**src/rtl/alu_op_sequencer.sv**
```systemverilog
// rtl/alu_op_sequencer.sv - command-side sequencer for the combinational ALU
//
// Accepts one operation per cmd_valid/cmd_ready handshake, registers it onto
// the ALU inputs, waits SETTLE_CYCLES edges, captures the ALU result and flags,
// and presents them on a rsp_valid/rsp_ready channel.
//
// Ports:
//   clk, rst                  rising-edge clock, asynchronous active-high reset
//   cmd_valid/cmd_ready       command handshake
//   cmd_op, cmd_a, cmd_b      op (00 add, 01 sub, 10 and, 11 or) and operands
//   alu_a, alu_b, alu_control registered ALU inputs, change only on accept
//   alu_result, alu_flags     ALU outputs, flags [3]N [2]Z [1]C [0]V
//   rsp_valid/rsp_ready       response handshake
//   rsp_result, rsp_flags     captured ALU outputs, held while rsp_valid
//   clr_sticky, sticky_v      sticky arithmetic overflow and its clear
//   op_count                  completed responses, modulo 256
//
// SETTLE_CYCLES must be in 1..15; the settle counter is 4 bits wide.

module alu_op_sequencer #(
  parameter int BITS          = 5,
  parameter int SETTLE_CYCLES = 1
) (
  input  logic            clk,
  input  logic            rst,
  input  logic            cmd_valid,
  output logic            cmd_ready,
  input  logic [1:0]      cmd_op,
  input  logic [BITS-1:0] cmd_a,
  input  logic [BITS-1:0] cmd_b,
  output logic [BITS-1:0] alu_a,
  output logic [BITS-1:0] alu_b,
  output logic [1:0]      alu_control,
  input  logic [BITS-1:0] alu_result,
  input  logic [3:0]      alu_flags,
  output logic            rsp_valid,
  input  logic            rsp_ready,
  output logic [BITS-1:0] rsp_result,
  output logic [3:0]      rsp_flags,
  input  logic            clr_sticky,
  output logic            sticky_v,
  output logic [7:0]      op_count
);

  typedef enum logic [1:0] {IDLE, ISSUE, RESP} state_t;

  localparam logic [3:0] SETTLE_LAST = 4'(SETTLE_CYCLES - 1);

  state_t     state;
  logic [3:0] settle_cnt;
  logic       capture;
  logic       set_v;

  assign capture = (state == ISSUE) && (settle_cnt == SETTLE_LAST);
  // Only add/sub (alu_control[1]=0) may raise the sticky overflow.
  assign set_v   = capture && !alu_control[1] && alu_flags[0];

  always_ff @(posedge clk or posedge rst) begin
    if (rst) begin
      state       <= IDLE;
      cmd_ready   <= 1'b1;
      alu_a       <= '0;
      alu_b       <= '0;
      alu_control <= '0;
      settle_cnt  <= '0;
      rsp_valid   <= 1'b0;
      rsp_result  <= '0;
      rsp_flags   <= '0;
      sticky_v    <= 1'b0;
      op_count    <= '0;
    end else begin
      // Set has priority over clear when both land on the same edge.
      if (set_v) begin
        sticky_v <= 1'b1;
      end else if (clr_sticky) begin
        sticky_v <= 1'b0;
      end

      case (state)
        IDLE: begin
          if (cmd_valid) begin
            alu_a       <= cmd_a;
            alu_b       <= cmd_b;
            alu_control <= cmd_op;
            settle_cnt  <= '0;
            cmd_ready   <= 1'b0;
            state       <= ISSUE;
          end
        end
        ISSUE: begin
          settle_cnt <= settle_cnt + 4'd1;
          if (capture) begin
            rsp_result <= alu_result;
            rsp_flags  <= alu_flags;
            rsp_valid  <= 1'b1;
            state      <= RESP;
          end
        end
        RESP: begin
          if (rsp_ready) begin
            rsp_valid <= 1'b0;
            cmd_ready <= 1'b1;
            op_count  <= op_count + 8'd1;
            state     <= IDLE;
          end
        end
        default: begin
          state     <= IDLE;
          cmd_ready <= 1'b1;
          rsp_valid <= 1'b0;
        end
      endcase
    end
  end

endmodule

```
**config.mk**
```make
export PLATFORM = sky130hd
export DESIGN_NAME = alu_op_sequencer
export DESIGN_NICKNAME = d
export VERILOG_FILES = /design/src/rtl/alu_op_sequencer.sv
export SDC_FILE = /design/constraint.sdc
export NUM_CORES = 1
export LEC_CHECK = 0
export BUFFER_PORTS_ARGS = -buffer_cell sky130_fd_sc_hd__buf_2
export CAP_MARGIN = 5
export CORE_UTILIZATION = 44
export CTS_CLUSTER_SIZE = 12
export DETAILED_ROUTE_END_ITERATION = 8
export PLACE_DENSITY = 0.75
export SYNTH_ARGS = -nofsm -noshare
export SYNTH_HDL_FRONTEND = slang
export SYNTH_SLANG_ARGS = --single-unit
export TNS_END_PERCENT = 10
```
**constraint.sdc**
```tcl
create_clock -name clk -period 1.4 [get_ports clk]
set_input_delay 0.14 -clock clk [delete_from_list [all_inputs] [get_ports clk]]
set_output_delay 0.14 -clock clk [all_outputs]
set_load 0.02 [all_outputs]
```
==> implementation parameters <==
Parameter                              Value

Placed design
  HPWL reported at the end of detailed placement ... 2230 um
  Port Buffer Count ... 57
  Pre-CTS setup slack ... -0.126 ns
  Placement-stage cell area ... 0.00201 mm^2
  Final weighted congestion in routability-driven placement ... 0.721
  Number of cells after detailed placement ... 223

Route
  Number of remaining DRC errors ... 0
  Number of search-and-repair iterations in the first detailed-routing pass ... 2
  Via density per instance ... 5.00
  Initial detailed-routing violation count ... 56
  Aggregate routed wire length ... 3250 um
  Total via count after detailed routing ... 1160
  Post-DR wirelength/cell ... 14.0 um
  Number of routed nets with antenna violations ... 0

Logic synthesis
  Number of enable flip-flop cells after synthesis ... 0
  Most common flop cell mapped by yosys ... sky130_fd_sc_hd__dfrtp_1
  Post-Syn Instances ... 116
  Area contributors post-synth ... sky130_fd_sc_hd__dfrtp_1 57%, sky130_fd_sc_hd__mux2_2 9.6%, sky130_fd_sc_hd__mux2_4 7.3%, sky130_fd_sc_hd__xnor2_1 3.2%, sky130_fd_sc_hd__ha_1 2.3%
  Yosys synthesis warning count ... 0
  Total nets after synthesis ... 145
  Post-synthesis sequential area ratio ... 58.2%
  Top cell type's share of synthesized area ... 56.6%
  Dominant cell type by area after synthesis ... sky130_fd_sc_hd__dfrtp_1
  Total standard cell area after synthesis ... 0.00164 mm^2
  Post-Syn Area per Cell ... 14.1 um^2
  Number of unique standard cell types used by synthesis ... 30
  Number of synthesized register bits ... 38
  Async SR Flop Fraction ... 100%

STA
  Final Cycle Share ... 105%
  Worst slew margin relative to its limit ... 68.7%
  Maximum clock frequency ... 0.682 GHz
  Setup-failing EPs final ... 9
  Crit path setup slack, layout ... -0.0657 ns
  Number of endpoints with negative hold slack in the final report ... 0
  Final period demand of the worst path ... 1.47 ns
  Max Transition Viols Final ... 0
  Clock tree skew after final layout ... 0.00386 ns
  Setup TNS ... -0.531 ns
  Unrepaired setup endpoints after global routing ... true
  Transition time at the pin with the least slew margin ... 0.469 ns

Die
  Cell Rows ... 21
  Core area ... 0.00344 mm^2
  Width of the die ... 63.0 um
  Starting utilization of the core area ... 47.5%
  Boundary Pins ... 58
  Die footprint ... 0.00397 mm^2
  Height of the die ... 63.0 um

CTS
  TritonCTS Buffers ... 5
  TritonCTS clock tree ... yes
  Maximum level of the CTS H-tree ... 2
  Clock latency on the worst-skew pair ... 0.28 ns
  CTS root buffer ... sky130_fd_sc_hd__clkbuf_8
  TritonCTS sink count ... 38
  Buffers from clock root to sink, at most ... 2
  Worst-path clk slew ... 0.07 ns

Critical path
  Highest fanout seen on the critical path ... 11
  Worst setup startpoint ... settle_cnt[1]
  Worst reg2reg path endpoint ... rsp_flags[2]
  Crit path DAT ... 1.63 ns
  WP data required ... 1.57 ns
  Depth of the worst register-to-register path ... 5
  Worst Path Class, Setup ... reg2reg
  Startpoint of the worst register-to-register path ... settle_cnt[1]
  Capturing element type of the critical path ... flop
  Cell at the slowest stage of the critical path ... sky130_fd_sc_hd__dfrtp_1
  Worst Setup Start Kind ... flop
  Register-to-Register Setup Slack ... -0.07 ns
  CP Cell Sequence ... inv_1 > ha_1 > nor3b_4 > nand2_4 > mux2_4
  Crit path largest cell delay ... 0.39 ns

Finish
  Commonest non-fill, non-tap cell in the layout ... sky130_fd_sc_hd__buf_2
  Layout cell share with drive strength beyond 1 ... 54.8%
  Final design area excluding fillers ... 0.00217 mm^2
  Leading cell types in the layout, fill and taps excluded ... 57 x sky130_fd_sc_hd__buf_2, 37 x sky130_fd_sc_hd__dfrtp_1, 14 x sky130_fd_sc_hd__mux2_2
  Area growth from synthesis to layout ... 32.8%
  Ant diodes ... 0
  Final nets ... 214
  Core utilization of the finished layout ... 63.1%
  Final std cells w/o fill ... 232

Status
  Failing checks ... negative setup slack
  Run status ... finished, violations left

Flow run
  Max-cap violations ... 0

Pwr
  Pwr per Cell Area ... 2460 mW/mm^2
  Leakage ... 0.00110 uW
  Peak ir drop on the vdd network ... 0.830 mV

Worst hold path
  Hold path endpoint ... sticky_v
  Origin of the worst min-delay path ... clr_sticky
  Type of the tightest min-delay check ... in2reg
  Cell count of the worst hold path ... 2

Global route
  Overall track demand over capacity in global routing ... 17.6%
  Via count of the first global-routing pass ... 1102
  Wire length of the first global-routing pass ... 5220 um
  Total congestion overflow ... 0
  Maximum number of pins on one net before global-route repair ... 39
  Antenna violations before repair ... 0
## per-stage QoR
step | total power [uW] | hold WS, ns
5_1_grt | 5680 | 0.0663
3_5_place_dp | 4220 | 0.270
2_1_floorplan | 3480 | 0.226
6_report | 5360 | 0.0638
3_3_place_gp | 4120 | 0.263
4_1_cts | 5390 | 0.0542
## cell families after synthesis
group | share of synthesized area (%)
compound gates | 4.89
xor+xnor | 3.75
simple gates | 9.56
buf+inv | 3.67
mux | 17.7
flops | 58.2
fa+ha+maj | 2.29
## routing by layer
metal / wire length [um] / GRT usage (%) / part of all wire, %
met1: 1470 / 21.8 / 45
met3: 195 / 6.57 / 6.0
met4: 35 / 6.10 / 1.1
met2: 1550 / 28.0 / 48
met5: 0 / 0 / 0
## power breakdown
part | internal (uW) | leakage, uW | switching (uW)
registers | 1580 | 0.000466 | 336
clock network | 760 | 0.0000714 | 365
logic | 1110 | 0.000568 | 1200
total | 3450 | 0.00110 | 1900
## flip-flops by register name, summed over array words and instances (netlist names)
signal       flops
state            2
settle_cnt       4
cmd_ready        1
alu_b            5
sticky_v         1
op_count         8
rsp_valid        1
alu_a            5
rsp_result       5
alu_control      2
rsp_flags        4
## what timing repair did
| action | CTS | global route |
|---|---|---|
| setup buffers | 0 | 0 |
| hold endpoints to repair | 37 | 0 |
| pin swaps | 1 | 0 |
| hold buffers | 1 | 0 |
| gates resized for setup | 1 | 2 |
| setup endpoints to repair | 10 | 12 |
## worst max-delay path: cells and delay by family (launching register included)
kind | cells | cell delay [ns]
flip-flops | 1 | 0.39
AND/OR/NAND/NOR | 2 | 0.44
buffers and inverters | 1 | 0.06
multiplexers | 1 | 0.33
adder cells (fa/ha/maj) | 1 | 0.14
## cells in the mapped netlist (all sizes together) (2+ instances only)
cell   instances
dfrtp         37
buf            4
nor2           5
a22o           2
and4           2
nand3          5
nor3b          2
xnor2          6
nand2          5
nand4          2
ha             3
a21oi          3
inv            6
mux2          23
## cell type report
class                           instances  area [um^2]
Clock buffer                            6         82.6
Multi-Input combinational cell         68          631
Inverter                                6         22.5
Sequential cell                        38          952
Tap cell                               46         57.6
Fill cell                             252         1270
Timing Repair Buffer                   66          368
Clock inverter                          2         60.1
## how the worst max path moves through the flow
stage                               end  depth (start not counted)
after floorplan            rsp_flags[0]                          6
after global placement    rsp_result[3]                          5
after CTS                  rsp_flags[2]                          5
final                      rsp_flags[2]                          5
after detailed placement  rsp_result[1]                          5
after global routing       rsp_flags[2]                          5
Power figures use the tool's default switching activity.
